--- src/rtl/nq_pipe_control.sv ---
// nq_pipe_control: pipeline hazard and stage-control unit for a 4-stage
// ID/EX/MEM/WB datapath. It decodes ID, carries control flags through the
// stage registers, and resolves load-use, control and memory-wait hazards.
module nq_pipe_control #(
    parameter int REG_ADDR_W  = 3,
    parameter int CNT_W       = 16,
    parameter int MEM_TIMEOUT = 15
) (
    input  logic                  clk,
    input  logic                  rst,
    input  logic                  id_valid,
    input  logic [1:0]            opcode,
    input  logic [2:0]            funct,
    input  logic [REG_ADDR_W-1:0] rs_addr,
    input  logic [REG_ADDR_W-1:0] rt_addr,
    input  logic [REG_ADDR_W-1:0] rd_addr,
    input  logic                  branch_taken,
    input  logic                  mem_ready,
    output logic                  stall_flg,
    output logic                  flush_flg,
    output logic                  ex_jmp_flg,
    output logic                  ex_brnch_flg,
    output logic                  mem_rd_flg,
    output logic                  mem_wrt_flg,
    output logic                  wb_reg_write_flg,
    output logic [REG_ADDR_W-1:0] wb_rd_addr,
    output logic                  mem_err_flg,
    output logic [CNT_W-1:0]      stall_cnt
);

    localparam int WAIT_W = (MEM_TIMEOUT < 2) ? 1 : $clog2(MEM_TIMEOUT + 1);
    localparam logic [WAIT_W-1:0] TIMEOUT_VAL = WAIT_W'(MEM_TIMEOUT);

    typedef enum logic {
        MEM_RUN,
        MEM_WAIT
    } mem_state_t;

    mem_state_t mem_state, mem_state_nxt;
    logic [WAIT_W-1:0] wait_cnt, wait_cnt_nxt;

    // decoded ID flags
    logic                  dec_reg_write, dec_mem_rd, dec_mem_wrt, dec_jmp, dec_brnch;
    logic [REG_ADDR_W-1:0] dec_rd;

    // ID/EX stage register
    logic                  idex_reg_write, idex_mem_rd, idex_mem_wrt, idex_jmp, idex_brnch;
    logic [REG_ADDR_W-1:0] idex_rd;

    // EX/MEM stage register
    logic                  exmem_reg_write, exmem_mem_rd, exmem_mem_wrt;
    logic [REG_ADDR_W-1:0] exmem_rd;

    // MEM/WB stage register
    logic                  memwb_reg_write;
    logic [REG_ADDR_W-1:0] memwb_rd;

    // hazard terms
    logic mem_pending, mem_timeout, mem_stall;
    logic ctrl_flush, load_use, lu_stall;

    // Decode the ID instruction; invalid or absent instructions become bubbles
    always_comb begin
        dec_reg_write = 1'b0;
        dec_mem_rd    = 1'b0;
        dec_mem_wrt   = 1'b0;
        dec_jmp       = 1'b0;
        dec_brnch     = 1'b0;
        dec_rd        = '0;
        if (id_valid) begin
            unique case (opcode)
                2'b00: dec_reg_write = 1'b1;
                2'b01: begin
                    case (funct)
                        3'b000, 3'b001:         dec_reg_write = 1'b1;
                        3'b010, 3'b011, 3'b101: dec_mem_wrt   = 1'b1;
                        3'b100: begin
                            dec_mem_rd    = 1'b1;
                            dec_reg_write = 1'b1;
                        end
                        default: ;
                    endcase
                end
                2'b10: dec_jmp   = 1'b1;
                2'b11: dec_brnch = 1'b1;
                default: ;
            endcase
            if (dec_reg_write || dec_mem_rd || dec_mem_wrt || dec_jmp || dec_brnch)
                dec_rd = rd_addr;
        end
    end

    // Hazard detection with priority: memory stall > control flush > load-use
    always_comb begin
        mem_pending = exmem_mem_rd || exmem_mem_wrt;
        mem_timeout = (MEM_TIMEOUT != 0) && (mem_state == MEM_WAIT) &&
                      (wait_cnt == TIMEOUT_VAL) && mem_pending && !mem_ready;
        mem_stall   = mem_pending && !mem_ready && !mem_timeout;
        ctrl_flush  = !mem_stall && (idex_jmp || (idex_brnch && branch_taken));
        load_use    = id_valid && idex_mem_rd &&
                      ((idex_rd == rs_addr) || (idex_rd == rt_addr));
        lu_stall    = !mem_stall && !ctrl_flush && load_use;
    end

    assign stall_flg        = mem_stall || lu_stall;
    assign flush_flg        = ctrl_flush;
    assign ex_jmp_flg       = idex_jmp;
    assign ex_brnch_flg     = idex_brnch;
    assign mem_rd_flg       = exmem_mem_rd;
    assign mem_wrt_flg      = exmem_mem_wrt;
    assign wb_reg_write_flg = memwb_reg_write;
    assign wb_rd_addr       = memwb_rd;

    // Memory FSM next state and wait-cycle count; the RUN cycle that starts
    // a wait counts as the first waited cycle, so WAIT begins at 1
    always_comb begin
        mem_state_nxt = mem_state;
        wait_cnt_nxt  = wait_cnt;
        case (mem_state)
            MEM_RUN: begin
                if (mem_stall) begin
                    mem_state_nxt = MEM_WAIT;
                    wait_cnt_nxt  = WAIT_W'(1);
                end else begin
                    wait_cnt_nxt  = '0;
                end
            end
            MEM_WAIT: begin
                if (!mem_stall) begin
                    mem_state_nxt = MEM_RUN;
                    wait_cnt_nxt  = '0;
                end else if (wait_cnt != '1) begin
                    wait_cnt_nxt  = wait_cnt + WAIT_W'(1);
                end
            end
            default: begin
                mem_state_nxt = MEM_RUN;
                wait_cnt_nxt  = '0;
            end
        endcase
    end

    // Memory FSM state, wait counter and sticky timeout error
    always_ff @(posedge clk) begin
        if (rst) begin
            mem_state   <= MEM_RUN;
            wait_cnt    <= '0;
            mem_err_flg <= 1'b0;
        end else begin
            mem_state <= mem_state_nxt;
            wait_cnt  <= wait_cnt_nxt;
            if (mem_timeout)
                mem_err_flg <= 1'b1;
        end
    end

    // Stage registers: memory stall holds ID/EX and EX/MEM and bubbles MEM/WB;
    // a timed-out access advances the pipe but is dropped before WB
    always_ff @(posedge clk) begin
        if (rst) begin
            idex_reg_write  <= 1'b0;
            idex_mem_rd     <= 1'b0;
            idex_mem_wrt    <= 1'b0;
            idex_jmp        <= 1'b0;
            idex_brnch      <= 1'b0;
            idex_rd         <= '0;
            exmem_reg_write <= 1'b0;
            exmem_mem_rd    <= 1'b0;
            exmem_mem_wrt   <= 1'b0;
            exmem_rd        <= '0;
            memwb_reg_write <= 1'b0;
            memwb_rd        <= '0;
        end else if (mem_stall) begin
            memwb_reg_write <= 1'b0;
            memwb_rd        <= '0;
        end else begin
            if (mem_timeout) begin
                memwb_reg_write <= 1'b0;
                memwb_rd        <= '0;
            end else begin
                memwb_reg_write <= exmem_reg_write;
                memwb_rd        <= exmem_rd;
            end
            exmem_reg_write <= idex_reg_write;
            exmem_mem_rd    <= idex_mem_rd;
            exmem_mem_wrt   <= idex_mem_wrt;
            exmem_rd        <= idex_rd;
            if (ctrl_flush || lu_stall) begin
                idex_reg_write <= 1'b0;
                idex_mem_rd    <= 1'b0;
                idex_mem_wrt   <= 1'b0;
                idex_jmp       <= 1'b0;
                idex_brnch     <= 1'b0;
                idex_rd        <= '0;
            end else begin
                idex_reg_write <= dec_reg_write;
                idex_mem_rd    <= dec_mem_rd;
                idex_mem_wrt   <= dec_mem_wrt;
                idex_jmp       <= dec_jmp;
                idex_brnch     <= dec_brnch;
                idex_rd        <= dec_rd;
            end
        end
    end

    // Saturating count of stalled cycles since reset
    always_ff @(posedge clk) begin
        if (rst)
            stall_cnt <= '0;
        else if (stall_flg && (stall_cnt != '1))
            stall_cnt <= stall_cnt + CNT_W'(1);
    end

endmodule

--- config.mk ---
export PLATFORM = sky130hd
export DESIGN_NAME = nq_pipe_control
export DESIGN_NICKNAME = d
export VERILOG_FILES = /design/src/rtl/nq_pipe_control.sv
export SDC_FILE = /design/constraint.sdc
export NUM_CORES = 1
export LEC_CHECK = 0
export ABC_AREA = 0
export ABC_CLOCK_PERIOD_IN_PS = 2350
export BUFFER_PORTS_ARGS = -buffer_cell sky130_fd_sc_hd__buf_2
export CAP_MARGIN = 20
export CORE_MARGIN = 1.5
export CORE_UTILIZATION = 40
export DETAILED_ROUTE_END_ITERATION = 8
export MAX_ROUTING_LAYER = met4
export PLACE_DENSITY = 0.74
export SLEW_MARGIN = 20
export SYNTH_ARGS = -nofsm -noshare
export SYNTH_HDL_FRONTEND = slang
export SYNTH_SLANG_ARGS = --single-unit
--- constraint.sdc ---
create_clock -name clk -period 2.35 [get_ports clk]
set_input_delay 0.235 -clock clk [delete_from_list [all_inputs] [get_ports clk]]
set_output_delay 0.235 -clock clk [all_outputs]
set_load 0.01 [all_outputs]
== Word level (Yosys, flattened, before mapping) ==
Index checks and enable logic that the tools add are counted.

* Register bits: 40
* Bits of input ports: 19

* Add/subtract/negate cells: 2
* Equality and inequality tests: 14
* Mux-type cells: 31
* Bitwise operators: 1
* Reductions and logical operators: 30

{| class="wikitable"
|+ Operators with widths
! operator !! count
|-
| $mux W1 || 24
|-
| $add A16 B1 Y16 const B || 1
|-
| $ne A16 B16 Y1 const B || 1
|-
| $logic_and A1 B1 Y1 || 12
|-
| $logic_or A1 B1 Y1 || 9
|-
| $mux W3 || 3
|-
| $reduce_or A3 Y1 || 3
|-
| $mux W4 || 2
|-
| $pmux W4 S2 || 1
|-
| $eq A3 B2 Y1 const B || 2
|-
| $eq A3 B3 Y1 || 2
|-
| $eq A3 B3 Y1 const B || 2
|-
| $add A4 B1 Y4 const B || 1
|-
| $eq A2 B2 Y1 const B || 2
|-
| $eq A4 B4 Y1 const B || 1
|-
| $logic_not A1 Y1 || 4
|-
| $ne A4 B4 Y1 const B || 1
|-
| $eq A3 B1 Y1 const B || 1
|-
| $logic_not A3 Y1 || 1
|-
| $ne A3 B2 Y1 const B || 1
|-
| $eq A2 B1 Y1 const B || 1
|-
| $logic_not A2 Y1 || 1
|-
| $pmux W1 S2 || 1
|-
| $not A1 Y1 || 1
|}

== Depth between registers and ports, before layout ==
Gate-level depths: netlist of the first run.

* Word-level depth: 13
* Depth in mapped cells: 9
* Gate-level depth less buffers: 7

== Least setup slack after synthesis of the first run ==
Ideal clock, no wire load.

* Kind: register to register
* From: register wait_cnt[0]
* To: register stall_cnt[12]
* Setup time: 0.070 ns
* Data arrival time: 1.748 ns
* Data required time: 2.280 ns
* Slack: 0.532 ns
* Stages on the path, launching flop included: 8
* Buffers on the path: 0
* Period minus slack after synthesis: 1.818 ns
* Cells stage by stage: dfxtp_1 ha_1 and4_1 nand2b_4 a221oi_4 nand2_2 or3_1 a21oi_1

* Word-level cells in the longest chain between the ends: 13

{| class="wikitable"
|+ Ends and longest elaborated chain
! item !! line !! RTL
|-
| start: declaration || 40 || <nowiki>logic [WAIT_W-1:0] wait_cnt, wait_cnt_nxt;</nowiki>
|-
| start signal: assignment || 151 || <nowiki>wait_cnt <= wait_cnt_nxt;</nowiki>
|-
| $eq A4 B4 Y1 * || 97 || <nowiki>(wait_cnt == TIMEOUT_VAL) && mem_pending && !mem_ready;</nowiki>
|-
| $logic_and A1 B1 Y1 * || 96 || <nowiki>mem_timeout = (MEM_TIMEOUT != 0) && (mem_state == MEM_WAIT) &&</nowiki>
|-
| $logic_and A1 B1 Y1 * (2 in series) || 97 ||
|-
| $logic_not A1 Y1 * || 98 || <nowiki>mem_stall = mem_pending && !mem_ready && !mem_timeout;</nowiki>
|-
| $logic_and A1 B1 Y1 * || 98 ||
|-
| $logic_not A1 Y1 || n/a ||
|-
| $logic_and A1 B1 Y1 || 99 || <nowiki>ctrl_flush = !mem_stall && (idex_jmp || (idex_brnch && branch_taken));</nowiki>
|-
| $logic_not A1 Y1 || 102 || <nowiki>lu_stall = !mem_stall && !ctrl_flush && load_use;</nowiki>
|-
| $logic_and A1 B1 Y1 (2 in series) || 102 ||
|-
| $logic_or A1 B1 Y1 * || 105 || <nowiki>assign stall_flg = mem_stall || lu_stall;</nowiki>
|-
| $logic_and A1 B1 Y1 * || 210 || <nowiki>else if (stall_flg && (stall_cnt != '1))</nowiki>
|-
| end signal: assignment || 211 || <nowiki>stall_cnt <= stall_cnt + CNT_W'(1);</nowiki>
|-
| end: declaration || 28 || <nowiki>output logic [CNT_W-1:0] stall_cnt</nowiki>
|}

Every way passes the cells marked *; elsewhere a longest branch is shown, timed or not.
A chain may end at the register's enable or synchronous reset.

== Worst setup path in the final report of the first run ==
* From: register wait_cnt[0]
* To: output stall_flg

* Word-level cells in the longest chain between the ends: 12

{| class="wikitable"
|+ Ends and longest elaborated chain
! item !! line !! RTL
|-
| $eq A4 B4 Y1 * || 97 ||
|-
| $logic_and A1 B1 Y1 * || 96 ||
|-
| $logic_and A1 B1 Y1 * (2 in series) || 97 ||
|-
| $logic_not A1 Y1 * || 98 ||
|-
| $logic_and A1 B1 Y1 * || 98 ||
|-
| $logic_not A1 Y1 || n/a ||
|-
| $logic_and A1 B1 Y1 || 99 ||
|-
| $logic_not A1 Y1 || 102 ||
|-
| $logic_and A1 B1 Y1 (2 in series) || 102 ||
|-
| $logic_or A1 B1 Y1 * || 105 ||
|-
| end: declaration || 19 || <nowiki>output logic stall_flg,</nowiki>
|}

Marks and branches as above.

==> impl_metrics.toml, run 1 <==
[pwr]
ir_drop_uv = 327
power_frac_clock = 0.442
p_sw_frac = 0.203
combPwrFrac = 0.053
seq_power_share = 0.505
p_switching_w = 0.000277
power-per-cell-area_nw_per_um2 = 645
p_int_w = 0.00109
power_leakage_nw = 0.923

[clock_network]
htree_levels = 2
worstSkewPairLatency_ns = 0.30
root_buffer = "clkbuf_8"
clkTransAtPathRegs_ns = 0.07
cts_buffer_depth = 2
cts-resized-gates = 0
numCtsBuffers = 5
cts_tree = "done"
cts_setup_buffers = 0
clock-sinks = 40
cts_hold_buffers = 0

[global_routing]
grt_pass1_vias = 1334
track_usage = 0.170
grt_overflow = 0
antenna_found_initial = 0
grt_max_degree = 30
grt_pass1_wl_mm = 5.63

[timing]
drv_slew = 0
tightest_slew_ns = 0.571
setup_violations = 0
min_period_ns = 2.07
finalSetupTns_ns = 0
final-hold-violation-count = 0
relSlewSlack = 0.616
rsz0062_at_grt = "false"
timing.final.crit_share = 0.880
clock_skew_ns = 0.00808
max_freq_mhz = 483

[critical_path]
critPathCaptureType = "output port"
rrSetupSlack_ns = 0.31
required_ns = 2.12
r2r_cells = 7
cp_cell_sequence = "ha_1, and4_1, nand2b_4, inv_2, or2_1, buf_2"
crit_family = "simple AND/OR/NAND/NOR gates"
worstSetupPathType = "register to output port"
crit_path_start_kind = "register"
cp.depth = 6
crit_fanout = 12
slowest_delay_ns = 0.36
crit_arrival_ns = 1.83
critPathBufInv = 2
slowest_stage = "dfxtp_1"

[detailed_routing]
viasPerCell = 5.07
wl_per_cell_um = 12.2
drt-total-wl_mm = 3.49
vias = 1445
drt_iter0_drc = 71
route.detailed.drc = 0
ant_nets = 0
drt-pass1-iter-count = 4

[placed_design]
placed_area_sq_um = 1990
dpl.hpwl_mm = 2.59
portBuffers = 45
routabilityCongestion = 0.775

[synthesis]
async_flop_share = 0
synth_cell_types = 37
synth_cells = 187
yosysWarnings = 0
synth-edff-count = 0
ys_seq_area_frac = 0.464
syn_area_sq_um = 1730
synthesis.nets = 208
ys_dominant_reg_cell = "dfxtp_1"
synth_seq_cells = 40
avgSynthCellArea_sq_um = 9.23

[floorplanning]
design.core.area_sq_um = 4090
die_x_um = 68.7
io_pins = 46
dieHeight_um = 68.7
start_util = 0.422
dieArea_sq_um = 4720
fp-row-count = 23

[worst_hold_path]
hp-class = "primary input to register"
whs_path_depth = 2

[finish]
diodes = 0
final_cell_area_sq_um = 2120
num-nets-final = 255
final_cell_mix = "buf_2 (45), dfxtp_1 (40), nor2_1 (23)"
drive_gt1_frac = 0.289
areaGrowthSynthToFinish_pct = 22.9
mostFrequentLayoutCell = "buf_2"

[job]
drv_cap = 0

[outcome]
status = "finished clean"
[kinds of logic (layout without fill, tap and decap cells)]
group	after synthesis	count (layout)	synth area share
buffers and inverters	9	57	0.0218
AOI/OAI and AO/OA	28	28	0.129
DFF	40	40	0.464
xor gates and xnor gates	20	20	0.102
adders and majority gates	2	2	0.0145
and+or+nand+nor	87	87	0.263
muxes	1	1	0.00580
[per-layer routing]
metal | share of wire | GRT usage | up-vias
met1 | 0.46 | 0.201 | 666
met4 | 0.028 | 0.125 | 0
met2 | 0.47 | 0.256 | 28
met5 | 0 | - | -
met3 | 0.041 | 0.0341 | 7
li1 | - | - | 744
[flip-flops by register name, summed over array words and instances, names as in the netlist, 3 cells and up]
name	flops
stall_cnt	16
exmem_rd	3
wait_cnt	4
idex_rd	3
wb_rd_addr	3
[final timing paths]
path,startpoint,endpoint
worst max-delay path,wait_cnt[0],stall_flg
worst min-delay path,rd_addr[2],idex_rd[2]
worst max register to register,wait_cnt[0],stall_cnt[12]
worst min register to register,exmem_rd[1],exmem_rd[1]
[cells in the mapped netlist, drive strengths merged, types with 2 or more instances]
| cell type | n | share of area |
|---|---|---|
| clkbuf | 3 | 0.0065 |
| and2 | 6 | 0.022 |
| and3 | 6 | 0.024 |
| and4 | 3 | 0.018 |
| or4 | 2 | 0.0087 |
| nand3 | 12 | 0.035 |
| nor3 | 2 | 0.012 |
| buf | 3 | 0.0087 |
| inv | 3 | 0.0065 |
| xnor2 | 7 | 0.036 |
| nor2 | 23 | 0.050 |
| nand2 | 23 | 0.051 |
| o21ai | 4 | 0.014 |
| nand4 | 5 | 0.018 |
| a32o | 7 | 0.041 |
| ha | 2 | 0.015 |
| xor2 | 13 | 0.066 |
| a21oi | 12 | 0.037 |
| dfxtp | 40 | 0.46 |
[power by group through the flow]
stage               Clock (W)  Sequential [W]  Combinational, W
floorplan                   0        0.000706         0.0000442
global placement            0        0.000707         0.0000715
detailed placement          0        0.000707         0.0000732
CTS                  0.000614        0.000691         0.0000734
global route         0.000639        0.000692         0.0000806
finish               0.000604        0.000691         0.0000724
[through the flow]
stage	hold slack (ns)	setup slack, ns	utilization	cells	total power, W
global route	0.175	0.130	0.519	285	0.00141
floorplan	0.389	0.532	-	187	0.000751
CTS	0.174	0.275	0.519	285	0.00138
detailed placement	0.441	0.348	0.488	277	0.000780
finish	0.176	0.281	0.519	285	0.00137
global placement	0.433	0.410	0.488	277	0.000778
[worst register-to-register path, cell delays in order (launching register included)]
cell,delay [ns]
dfxtp_1,0.33
ha_1,0.22
and4_1,0.21
nand2b_4,0.21
a221oi_4,0.38
nand2_2,0.11
or3_1,0.37
a21oi_1,0.14
[cell type report]
class / count / area [sq um]
fill: 394 / 1970
multi-input combinational: 138 / 887
sequential: 40 / 801
timing repair buffer: 46 / 233
clock buffer: 7 / 96.3
tap: 50 / 62.6
clock inverter: 1 / 30.0
inverter: 3 / 11.3
Note: power is estimated with default switching activity, not from simulation.
==> inputs of run 2 (changes only) <==
- CELL_PAD_IN_SITES_DETAIL_PLACEMENT: unset -> 0
- CELL_PAD_IN_SITES_GLOBAL_PLACEMENT: unset -> 1
- CORE_UTILIZATION: 40 -> 38
- PLACE_DENSITY: 0.74 -> unset
- PLACE_DENSITY_LB_ADDON: unset -> 0.1
==> run 2 against run 1 <==
- utilization down 4.3 points
- count of clock-buffer cells in the layout down 1
- largest cell class unchanged
- design area down 2.2%
- register-to-register slack about the same
- routed wire length up 5.4%
==> impl_metrics.toml, run 2 (synthesis results as in run 1) <==
[detailed_routing]
wirelength_met1_mm = 1.84
wl_per_cell_um = 12.9
drt_iter0_drc = 88
viasPerCell = 5.09
wl_met3_um = 244
vias = 1457
drt-pass1-iter-count = 4
routed-wl-met2_mm = 1.55
drt-total-wl_mm = 3.68
top_layer = "met4"
route.detailed.drc = 0
ant_nets = 0

[critical_path]
crit_family = "simple AND/OR/NAND/NOR gates"
worstSetupPathType = "register to output port"
slowest_delay_ns = 0.36
r2r_cells = 7
critPathBufInv = 2
crit_arrival_ns = 1.83
critPathCaptureType = "output port"
slowest_stage = "dfxtp_1"
r2r-start = "wait_cnt[0]"
required_ns = 2.12
cp_cell_sequence = "ha_1, and4_1, nand2b_4, inv_2, or2_1, buf_2"
crit_path_start_kind = "register"
crit_fanout = 12
rrSetupSlack_ns = 0.31
timing.rr.end = "stall_cnt[12]"

[global_routing]
grt_max_degree = 30
grt_pass1_vias = 1382
grt_pass1_wl_mm = 6.37
grt_overflow = 0
antenna_found_initial = 0
track_usage = 0.165

[finish]
top_register = "stall_cnt"
stdcell_count = 286
drive_gt1_frac = 0.282
fill_cells = 437
regArea_sq_um = 801
reg_top3 = "stall_cnt (16), wait_cnt (4)"
diodes = 0
num-nets-final = 255
multi_input_area_sq_um = 887
final_core_util = 0.476
largest_reg_flops = 16
final_cell_mix = "buf_2 (45), dfxtp_1 (40), nor2_1 (23)"
mostFrequentLayoutCell = "buf_2"
areaGrowthSynthToFinish_pct = 20.2

[timing]
setup_violations = 0
rsz0062_at_grt = "false"
final-hold-violation-count = 0
finalSetupTns_ns = 0
timing.final.crit_share = 0.880
drv_slew = 0
tightest_slew_ns = 0.543
max_freq_mhz = 484
clock_skew_ns = 0.00428
min_period_ns = 2.07
relSlewSlack = 0.635

[placed_design]
dpl.hpwl_mm = 2.74
dpl.cell_count = 279
routabilityCongestion = 0.725
portBuffers = 45

[floorplanning]
fp-row-count = 24
io_pins = 46
dieHeight_um = 70.4
die_x_um = 70.4
design.core.area_sq_um = 4350
dieArea_sq_um = 4950
start_util = 0.396

[outcome]
status = "finished clean"

[worst_hold_path]
hold_end = "idex_rd[2]"
hp-class = "primary input to register"
hold_start = "rd_addr[2]"
whs_path_depth = 2

[pwr]
power-per-cell-area_nw_per_um2 = 572
power_leakage_nw = 0.899
ir_drop_uv = 301

[clock_network]
clock-sinks = 40
worstSkewPairLatency_ns = 0.29
cts_hold_buffers = 0
cts_tree = "done"
cts_buffer_depth = 2
cts_setup_buffers = 0
htree_levels = 2
numCtsBuffers = 5
clkTransAtPathRegs_ns = 0.07
cts-resized-gates = 0
root_buffer = "clkbuf_8"

[job]
drv_cap = 0
[run 2: through the flow]
step                total power, W  worst slack, ns  cell area [sq um]  hold slack, ns
floorplan                 0.000751            0.532               1730           0.389
global placement          0.000779            0.389               2000           0.439
detailed placement        0.000781            0.334               2000           0.442
CTS                        0.00121            0.253               2070           0.176
global route               0.00124            0.138               2070           0.191
finish                     0.00119            0.282               2070           0.184
[run 2: cell type report]
type | instances | area share
well taps | 52 | 0.0314
clock inverters | 1 | 0.00241
inverters | 3 | 0.00543
repair buffers | 46 | 0.112
clock buffers | 6 | 0.0350
flip-flops and latches | 40 | 0.386
multi-input cells | 138 | 0.428
[run 2: where the power goes]
part	total, W	switching, W	internal (W)
clock	0.000423	0.000221	0.000202
sequential	0.000692	0.00000666	0.000685
combinational	0.0000724	0.0000411	0.0000313
[run 2: worst max path at each step]
| stage | cells past startpoint | slack (ns) | endpoint | start |
|---|---|---|---|---|
| floorplan | 7 | 0.53 | stall_cnt[12] | wait_cnt[0] |
| global placement | 7 | 0.39 | stall_cnt[12] | wait_cnt[0] |
| detailed placement | 7 | 0.33 | stall_cnt[12] | wait_cnt[0] |
| CTS | 6 | 0.25 | stall_flg | wait_cnt[0] |
| global route | 7 | 0.14 | stall_cnt[12] | wait_cnt[0] |
| finish | 6 | 0.28 | stall_flg | wait_cnt[0] |
[run 2: metal layers]
layer / track usage / vias to the layer above
met3: 0.0519 / 6
li1: - / 746
met5: - / -
met4: 0.0449 / 0
met2: 0.234 / 48
met1: 0.225 / 657
==> inputs of run 3 (changes only) <==
- ABC_CLOCK_PERIOD_IN_PS: 2350 -> 1800
- CORE_UTILIZATION: 38 -> 34
- CTS_BUF_LIST: unset -> sky130_fd_sc_hd__clkbuf_8 sky130_fd_sc_hd__clkbuf_16
- PLACE_DENSITY: unset -> 0.77
- PLACE_DENSITY_LB_ADDON: 0.1 -> unset
- clock period: 2.35 -> 1.8 ns (I/O delays scaled with it)
==> run 3 against run 2 <==
- cell count up 13%
- register-to-register slack worse by 0.27 ns
- first-iteration DRC count down 36%
- combinational power up 60%
- design area up 14%
- via count up 5.8%
- routed wire length up 8.7%
- clock power up 68%
- sequential share of layout area down 4.7 points
- flip-flop and latch count unchanged
- count of clock-buffer cells in the layout down 1
- critical path type unchanged
- critical endpoint unchanged
- highest routed layer unchanged
==> impl_metrics.toml, run 3 (synthesis results as in run 1) <==
[floorplanning]
dieArea_sq_um = 5510
die_x_um = 74.2
dieHeight_um = 74.2
start_util = 0.358
design.core.area_sq_um = 4820
fp-row-count = 25
io_pins = 46

[timing]
clock_skew_ns = 0.00753
min_period_ns = 1.80
drv_slew = 0
rsz0062_at_grt = "true"
setup_violations = 0
max_freq_mhz = 556
worst_slack_ns = 0.00151
tightest_slew_ns = 0.655
relSlewSlack = 0.561
final-hold-violation-count = 0
timing.final.crit_share = 0.999

[clock_network]
root_buffer = "clkbuf_8"
worstSkewPairLatency_ns = 0.29
numCtsBuffers = 5
cts_tree = "done"
clock-sinks = 40
htree_levels = 2
cts_buffer_depth = 2
clkTransAtPathRegs_ns = 0.07

[global_routing]
grt_pass1_wl_mm = 6.38
grt_pass1_vias = 1408
grt_max_degree = 22
track_usage = 0.159
antenna_found_initial = 0
grt_overflow = 0

[pwr]
p_total_w = 0.00173
power-per-cell-area_nw_per_um2 = 728
combPwrFrac = 0.067
p_switching_w = 0.000375
ir_drop_uv = 298
p_int_w = 0.00135
seq_power_share = 0.522
p_sw_frac = 0.217
power_frac_clock = 0.410
power_leakage_nw = 1.06

[finish]
areaGrowthSynthToFinish_pct = 37.6
regArea_sq_um = 805
final_cell_area_sq_um = 2370
top_register = "stall_cnt"
stdcell_count = 324
multi_input_area_sq_um = 947
diodes = 0
reg_top3 = "stall_cnt (16), wait_cnt (4)"
drive_gt1_frac = 0.393
largest_reg_flops = 16
mostFrequentLayoutCell = "buf_2"
num-nets-final = 277
final_cell_mix = "buf_2 (44), dfxtp_1 (37), nor2_1 (22)"
fill_cells = 509

[placed_design]
routabilityCongestion = 0.748
dpl.hpwl_mm = 2.90
portBuffers = 45
placed_area_sq_um = 2140
dpl.cell_count = 310
dp_slack_ns = -0.0222

[critical_path]
r2r-start = "wait_cnt[0]"
timing.rr.end = "idex_rd[1]"
crit_arrival_ns = 1.62
startpoint = "wait_cnt[0]"
r2r_cells = 7
worstSetupPathType = "register to output port"
worstSetupEndpoint = "stall_flg"
crit_path_start_kind = "register"
critPathCaptureType = "output port"
crit_fanout = 5
rrSetupSlack_ns = 0.04
required_ns = 1.62

[job]
drv_cap = 0

[worst_hold_path]
hp-class = "primary input to register"

[detailed_routing]
drt-pass1-iter-count = 4
drt-total-wl_mm = 4.00
route.detailed.drc = 0
ant_nets = 0
wl_per_cell_um = 12.3
vias = 1542
viasPerCell = 4.76
drt_iter0_drc = 56

[outcome]
status = "finished clean"
run 3: cell count changes in the layout (fill, tap and decap cells not counted), moves of 2 or more:
cell     change
dfxtp_1      -3
buf_4       +18
nand3_2      +2
dfxtp_2      +3
buf_6        +5
nand3_1      -2
run 3: stage by stage:
| step | hold slack [ns] | util | setup TNS (ns) |
|---|---|---|---|
| after floorplan | 0.334 | - | 0 |
| after global placement | 0.422 | 0.444 | -0.00224 |
| after detailed placement | 0.425 | 0.444 | -0.126 |
| after CTS | 0.111 | 0.478 | 0 |
| after global routing | 0.135 | 0.493 | -0.362 |
| final | 0.130 | 0.493 | 0 |
run 3: repair_timing:
item / in CTS / in global routing
hold buffers: 0 / 0
buffers inserted: 4 / 1
pin swaps: 1 / 10
endpoints found under the setup margin: 23 / 26
gates cloned: 0 / 1
gates resized for setup: 6 / 14
run 3: routing by layer:
metal,share of wire,GRT usage,up-vias
li1,-,-,789
met1,0.47,0.208,714
met2,0.46,0.234,33
met3,0.049,0.0407,6
met4,0.018,0.0667,0
met5,0,-,-
run 3: cell type report:
cell class / count / share of cell area
sequential: 40 / 0.339
clock inverter: 3 / 0.0163
timing repair buffer: 68 / 0.177
multi-input combinational: 138 / 0.399
tap: 67 / 0.0353
clock buffer: 5 / 0.0290
inverter: 3 / 0.00474
run 3: worst min-delay path by stage:
stage                          start           end  slack, ns  depth (start not counted)
after floorplan            opcode[1]  ex_brnch_flg       0.33                          1
after global placement    rd_addr[0]    idex_rd[0]       0.42                          2
after detailed placement  rd_addr[2]    idex_rd[2]       0.43                          2
after CTS                 rd_addr[2]    idex_rd[2]       0.11                          2
after global routing      rd_addr[2]    idex_rd[2]       0.13                          2
final                     rd_addr[2]    idex_rd[2]       0.13                          2
run 3: power groups by stage:
stage | logic (W) | clock network (W) | registers (W)
2_1_floorplan | 0.0000575 | 0 | 0.000922
3_3_place_gp | 0.000102 | 0 | 0.000923
3_5_place_dp | 0.000103 | 0 | 0.000923
4_1_cts | 0.000105 | 0.000737 | 0.000902
5_1_grt | 0.000129 | 0.000775 | 0.000904
6_report | 0.000116 | 0.000709 | 0.000903
run 3: critical path, cell delays in order (launching register included):
cell and delay (ns):
dfxtp_2 0.37, ha_4 0.15, and4_4 0.21, nand2b_4 0.16, inv_2 0.05, or2_4 0.27
buf_6 0.12
